## config.mk

```make
export PLATFORM = sky130hd
export DESIGN_NAME = ofdm_bin_mapper
export DESIGN_NICKNAME = d
export VERILOG_FILES = /design/src/rtl/ofdm_bin_mapper.sv
export SDC_FILE = /design/constraint.sdc
export NUM_CORES = 1
export LEC_CHECK = 0
export ABC_AREA = 0
export CELL_PAD_IN_SITES_DETAIL_PLACEMENT = 1
export CELL_PAD_IN_SITES_GLOBAL_PLACEMENT = 1
export CORE_UTILIZATION = 36
export DETAILED_ROUTE_END_ITERATION = 10
export PLACE_DENSITY_LB_ADDON = 0.1
export SLEW_MARGIN = 40
export SYNTH_ARGS = -nofsm -noshare
export SYNTH_HDL_FRONTEND = slang
export SYNTH_SLANG_ARGS = --single-unit
```

## constraint.sdc

```tcl
create_clock -name clk -period 2.9 [get_ports clk]
set_input_delay 0.58 -clock clk [delete_from_list [all_inputs] [get_ports clk]]
set_output_delay 0.58 -clock clk [all_outputs]
set_load 0.02 [all_outputs]
```

## src/rtl/ofdm_bin_mapper.sv

```systemverilog
// ofdm_bin_mapper
// Builds one frequency-domain OFDM symbol per frame for the IFFT. Payload bytes
// are split into 2-bit pairs (LSB pair first). Each pair selects one of four
// amplitude levels on a data bin. Fixed pilot tones and zero bins are inserted.
// Bins leave one per handshake through a registered valid/ready output stage.
// Sequencing is:
//   IDLE -> SYM   on the first byte of a packet,
//   SYM  -> PAD   once the s_last byte has been fully consumed,
//   PAD  -> IDLE  at the end of that symbol.

module ofdm_bin_mapper #(
  parameter int                   NFFT      = 128,
  parameter int                   W         = 16,
  parameter int                   FIRST_BIN = 4,
  parameter int                   N_DATA    = 52,
  parameter int                   PILOT0    = 56,
  parameter int                   PILOT1    = 57,
  parameter logic signed [W-1:0]  AMP_FULL  = 16'sd24576
) (
  input  logic         clk,
  input  logic         rst_n,
  input  logic [7:0]   s_data,
  input  logic         s_valid,
  input  logic         s_last,
  output logic         s_ready,
  input  logic         pilot_en,
  output logic [W-1:0] m_real,
  output logic [W-1:0] m_imag,
  output logic [6:0]   m_bin,
  output logic         m_sof,
  output logic         m_eof,
  output logic         m_valid,
  input  logic         m_ready,
  output logic         busy,
  output logic         underrun
);

  // Bin-class boundaries, widened by one bit so FIRST_BIN+N_DATA = NFFT still fits.
  localparam logic [7:0] DATA_LO  = 8'(FIRST_BIN);
  localparam logic [7:0] DATA_HI  = 8'(FIRST_BIN + N_DATA);
  localparam logic [6:0] P0_BIN   = 7'(PILOT0);
  localparam logic [6:0] P1_BIN   = 7'(PILOT1);
  localparam logic [6:0] LAST_BIN = 7'(NFFT - 1);
  localparam int         AMP_I    = int'(AMP_FULL);

  typedef enum logic [1:0] {
    IDLE = 2'd0,
    SYM  = 2'd1,
    PAD  = 2'd2
  } state_t;

  state_t              state_reg, state_next;
  logic [6:0]          bin_cnt_reg, bin_cnt_next;
  logic [1:0]          pair_idx_reg, pair_idx_next;
  logic [7:0]          byte_reg, byte_next;
  logic                byte_vld_reg, byte_vld_next;
  logic                last_seen_reg, last_seen_next;
  logic                pilot_en_reg, pilot_en_next;
  logic signed [W-1:0] m_real_reg, m_real_next;
  logic [6:0]          m_bin_reg, m_bin_next;
  logic                m_sof_reg, m_sof_next;
  logic                m_eof_reg, m_eof_next;
  logic                m_valid_reg, m_valid_next;

  // Amplitude for each 2-bit pair value: 0, 1/3, 2/3 and full scale.
  // The fractions are truncated when the design is elaborated.
  logic signed [W-1:0] lvl_tbl [4];
  genvar gi;
  generate
    for (gi = 0; gi < 4; gi++) begin : g_lvl
      localparam int LVL_I = (AMP_I * gi) / 3;
      assign lvl_tbl[gi] = W'(LVL_I);
    end
  endgenerate

  logic                advance;
  logic [6:0]          emit_bin;
  logic [7:0]          emit_bin_ext;
  logic                is_data;
  logic                is_pilot;
  logic                at_last;
  logic                consume;
  logic                pair_last;
  logic                blocked;
  logic                s_ready_int;
  logic                accept;
  logic                emit;
  logic [1:0]          cur_pair;
  logic signed [W-1:0] emit_val;

  // Classify the bin that would be emitted next.
  // Derive the byte-side handshake terms from that class.
  always_comb begin
    advance      = !m_valid_reg || m_ready;
    emit_bin     = (state_reg == IDLE) ? 7'd0 : bin_cnt_reg;
    emit_bin_ext = {1'b0, emit_bin};
    is_data      = (emit_bin_ext >= DATA_LO) && (emit_bin_ext < DATA_HI);
    is_pilot     = (emit_bin == P0_BIN) || (emit_bin == P1_BIN);
    at_last      = (emit_bin == LAST_BIN);
    pair_last    = (pair_idx_reg == 2'd3);
    consume      = (state_reg == SYM) && is_data && byte_vld_reg && advance;
    blocked      = (state_reg == SYM) && is_data && !byte_vld_reg;
    // The byte holding s_last is never replaced.
    // The next packet waits until PAD has drained back to IDLE.
    s_ready_int  = (state_reg != PAD) &&
                   (!byte_vld_reg || (consume && pair_last && !last_seen_reg));
    accept       = s_valid && s_ready_int;
  end

  // Pick the amplitude for the bin about to be emitted.
  always_comb begin
    emit_val = '0;
    cur_pair = '0;
    case (pair_idx_reg)
      2'd0:    cur_pair = byte_reg[1:0];
      2'd1:    cur_pair = byte_reg[3:2];
      2'd2:    cur_pair = byte_reg[5:4];
      default: cur_pair = byte_reg[7:6];
    endcase
    if (emit_bin == 7'd0) begin
      emit_val = '0;
    end else if (is_pilot) begin
      emit_val = pilot_en_reg ? AMP_FULL : '0;
    end else if (is_data && (state_reg == SYM) && byte_vld_reg) begin
      emit_val = lvl_tbl[cur_pair];
    end
  end

  // Next-state logic for the sequencer, the byte buffer and the output stage.
  always_comb begin
    state_next     = state_reg;
    bin_cnt_next   = bin_cnt_reg;
    pair_idx_next  = pair_idx_reg;
    byte_next      = byte_reg;
    byte_vld_next  = byte_vld_reg;
    last_seen_next = last_seen_reg;
    pilot_en_next  = pilot_en_reg;
    m_real_next    = m_real_reg;
    m_bin_next     = m_bin_reg;
    m_sof_next     = m_sof_reg;
    m_eof_next     = m_eof_reg;
    m_valid_next   = m_valid_reg;
    emit           = 1'b0;

    case (state_reg)
      IDLE: begin
        if (advance) begin
          m_valid_next = 1'b0;
        end
        if (accept) begin
          state_next    = SYM;
          bin_cnt_next  = '0;
          pair_idx_next = '0;
          // Bin 0 needs no payload, so it can go out on the accept edge itself.
          emit          = advance;
        end
      end

      SYM, PAD: begin
        if (advance) begin
          if (blocked) begin
            // Starved data bin: leave a bubble and retry the same bin.
            m_valid_next = 1'b0;
          end else begin
            emit = 1'b1;
            if (consume) begin
              pair_idx_next = pair_idx_reg + 2'd1;
              if (pair_last) begin
                byte_vld_next = 1'b0;
                if (last_seen_reg) begin
                  state_next     = PAD;
                  last_seen_next = 1'b0;
                end
              end
            end
            // A packet ends at the end of a symbol.
            // This covers the case where the final pair lands on the last bin.
            if (at_last &&
                ((state_reg == PAD) || (consume && pair_last && last_seen_reg))) begin
              state_next = IDLE;
            end
          end
        end
      end

      default: begin
        state_next = IDLE;
      end
    endcase

    if (emit) begin
      m_valid_next = 1'b1;
      m_bin_next   = emit_bin;
      m_sof_next   = (emit_bin == 7'd0);
      m_eof_next   = at_last;
      m_real_next  = emit_val;
      bin_cnt_next = at_last ? 7'd0 : emit_bin + 7'd1;
      if (emit_bin == 7'd0) begin
        pilot_en_next = pilot_en;
      end
    end

    if (accept) begin
      byte_next      = s_data;
      byte_vld_next  = 1'b1;
      last_seen_next = s_last;
    end
  end

  // State and output registers; reset discards any partial symbol.
  always_ff @(posedge clk or negedge rst_n) begin
    if (!rst_n) begin
      state_reg     <= IDLE;
      bin_cnt_reg   <= '0;
      pair_idx_reg  <= '0;
      byte_reg      <= '0;
      byte_vld_reg  <= 1'b0;
      last_seen_reg <= 1'b0;
      pilot_en_reg  <= 1'b0;
      m_real_reg    <= '0;
      m_bin_reg     <= '0;
      m_sof_reg     <= 1'b0;
      m_eof_reg     <= 1'b0;
      m_valid_reg   <= 1'b0;
    end else begin
      state_reg     <= state_next;
      bin_cnt_reg   <= bin_cnt_next;
      pair_idx_reg  <= pair_idx_next;
      byte_reg      <= byte_next;
      byte_vld_reg  <= byte_vld_next;
      last_seen_reg <= last_seen_next;
      pilot_en_reg  <= pilot_en_next;
      m_real_reg    <= m_real_next;
      m_bin_reg     <= m_bin_next;
      m_sof_reg     <= m_sof_next;
      m_eof_reg     <= m_eof_next;
      m_valid_reg   <= m_valid_next;
    end
  end

  assign s_ready  = rst_n && s_ready_int;
  assign m_real   = m_real_reg;
  assign m_imag   = '0;
  assign m_bin    = m_bin_reg;
  assign m_sof    = m_sof_reg;
  assign m_eof    = m_eof_reg;
  assign m_valid  = m_valid_reg;
  assign busy     = (state_reg != IDLE);
  assign underrun = blocked;

endmodule

```

==> run metrics <==
status finished clean; RSZ-0062 raised after global routing false; Syn. warnings 0; Synth Register Bits 34; post-synthesis cell type count between 50 and 60; top-area cell type share of the netlist area around 40%; Hold Slack around 460 ps; switching fraction of total power a little over a third; CTS max path bufs 2; critical path peak fanout 7; final global-route overflow total 0; Die ar. roughly 0.0063 mm^2; Seq/Total Area, Yosys 39.37%; Logic pwr share about two fifths; Post-DP HPWL ~3700 um; final WL between 4000 and 5000 um; Worst R2R Start state_reg[0]; Peak Freq 363.5 MHz; VDD IR max 245.9 uV; max reg flops 8; Main synth FF type dfrtp_1; Layout Nets between 300 and 400; pins over their slew limit 0; worst skew pair latency roughly 280 ps; number of global-route vias before repair between 1500 and 2000; initial DRC count 93; worst setup path startpoint state_reg[0]; ys async rst share between 90% and 100%; Core Box Area approximately 0.0056 mm^2; CP delay by family, top simple AND/OR/NAND/NOR gates; period utilisation layout a little over nine tenths; Worst-path clk slew about 70 ps; Final Skew ~5.9 ps; drt drc 0; Diodes inserted 0; post-route insts no fill between 300 and 400; clock root buffer clkbuf_8; post-layout util ~45%; clock sink total 34; worst-margin pin slew 509.7 ps; first-pass GRT wire length about 8600 um; worst min path class flop to flop; Seq pwr share between 30 and 40%; vias per cell 4.886; H-tree depth 2; Mapped Area about 0.0022 mm^2; Pint approximately 1.1 mW; switching power 0.6276 mW; Worst path max stage delay about 440 ps; initial antenna violation count 0; min-delay src m_bin[3]; Detailed Routing Iterations Pass 1 4; Placed Cells incl. Taps 344; CP Cell Sequence inv_1 > ha_1 > nor2_1 > nand4_4 > o31ai_4 > and3b_1 > dlygate4sd2_1; Setup crit end kind output port; Num CTS Buffers 5; die width roughly 79 um; CP arrival between 2000 and 2500 ps; Final Instance Area about 0.0025 mm^2; PnR worst setup slack around 150 ps; Area Growth Syn to Fin 17.49%; final setup vio count 0; Initial Utilization 38.30%; top cells by area, synth dfrtp_1 39%, buf_4 10%, nand2_1 9.2%; # Post-CTS Setup Buffers 0; IO Pins a little under 60; Avg Cell Area, Syn approximately 8.9 um^2; final hold vios 0; share of cells above drive strength 1 9.353%; Cell Rows 27; Filler cells just under 700; clock power share slightly above 20%; WP data required roughly 2300 ps; WL/cell roughly 14 um; Port Buffer Count 28; pwr/cell area around 680 mW/mm^2; die height just under 80 um; Post-synth EDFFs 0; critical path class flop to output port; gpl congestion around 0.83; vias after detailed routing ~1700; min cycle time layout between 2000 and 3000 ps; Post-DP Area between 0.002 and 0.0025 mm^2; Max Cap Viol 0; Syn Inst Count 243; GRT Util Overall 17.58%; Buffers & Inverters on Critical Path 2; Startpoint Class flop; setup TNS 0 ps; CTS tree built; Rel. slew slack between 60% and 70%; antenna viol nets, final 0; Total Power around 1.7 mW; CP max-delay cell dfrtp_1; pin count of the biggest net entering global routing 35; area leader, netlist dfrtp_1; Pleak about 1.2 nW; setup slack after placement ~51 ps
[path summary, 6_finish.rpt]
check / endpoint / slack [ps] / cells past startpoint
worst max register to register: state_reg[1] / 320 / 10
worst min register to register: m_bin[3] / 460 / 2
min in group asynchronous: bin_cnt_reg[2] / 800 / 2
max in group asynchronous: byte_reg[0] / 1760 / 2
worst min-delay path: m_bin[3] / 460 / 2
worst max-delay path: s_ready / 150 / 7
[kinds of logic after synthesis]
| family | after synthesis | synth area share, % |
|---|---|---|
| simple gates | 100 | 22.47 |
| mux | 2 | 1.158 |
| other cells | 1 | 0.1735 |
| compound gates | 45 | 15.17 |
| buf+inv | 49 | 14.71 |
| flops | 34 | 39.37 |
| fa+ha+maj | 12 | 6.948 |
[power groups by stage]
stage | logic, mW | registers (mW) | clock network (mW)
after floorplan | 0.390 | 0.739 | 0
after global placement | 0.688 | 0.684 | 0
after detailed placement | 0.699 | 0.686 | 0
after CTS | 0.701 | 0.677 | 0.362
after global routing | 0.767 | 0.694 | 0.379
final | 0.691 | 0.674 | 0.349
[worst min-delay path, delay by kind of cell (launching register included)]
kind             cells  cell delay, ps
DFF                  1             340
and+or+nand+nor      2             100
[what timing repair did]
| item | in CTS | in global routing |
|---|---|---|
| hold buffers | 0 | 0 |
| pin swaps | 0 | 0 |
| setup endpoints to repair | 1 | 1 |
| resized for setup | 1 | 1 |
[synthesized netlist by cell type (2+ instances only)]
master and number:
o21a_1 3, or3_1 2, nand2_1 53, buf_6 2
nor2b_1 4, a221o_1 3, a21oi_1 6, buf_2 5
o21ai_0 11, clkbuf_1 2, dfrtp_1 34, o21ai_1 2
a21o_1 2, buf_4 30, ha_1 12, a222oi_1 2
o211ai_1 2, nand2b_1 3, and3_1 2, nor3_1 5
nand3_1 4, inv_1 9, nor2_1 14, nand4_1 2
nor3b_1 2
[cells in the final DEF (no fill, tap or decap), types with 2 or more instances in the layout]
cell / synthesis / final
nand2_1: 53 / 53
a21o_1: 2 / 2
nor2b_1: 4 / 4
ha_1: 12 / 12
o211ai_1: 2 / 2
nor3_1: 5 / 5
inv_1: 9 / 9
o21ai_0: 11 / 11
clkbuf_8: 0 / 6
and3_1: 2 / 2
nor2_1: 14 / 14
o21ai_1: 2 / 2
buf_4: 30 / 10
or3_1: 2 / 2
nor3b_1: 2 / 2
a221o_1: 3 / 3
dfrtp_1: 34 / 34
o21a_1: 3 / 3
a21oi_1: 6 / 6
a222oi_1: 2 / 2
clkdlybuf4s50_1: 0 / 26
nand3_1: 4 / 4
conb_1: 1 / 30
nand4_1: 2 / 2
nand2b_1: 3 / 3
[cell type report]
type                    count  area, um^2  share of cell area, %
repair buffers             39       376.6                  14.83
multi-input cells         189        1101                  43.37
inverters                  10       37.54                  1.479
clock buffers               6       82.58                  3.253
flip-flops and latches     34       850.8                  33.51
well taps                  72       90.09                  3.549
[per-layer routing]
metal	part of all wire, %	wire length (um)	vias up	global-route usage [%]
met3	3.9	191	6	3.886
li1	-	-	841	-
met2	49	2373	37	29.91
met1	46	2250	826	22.11
met4	0.88	43	0	5.091
met5	0	0	-	0
Power figures use the tool's default switching activity.
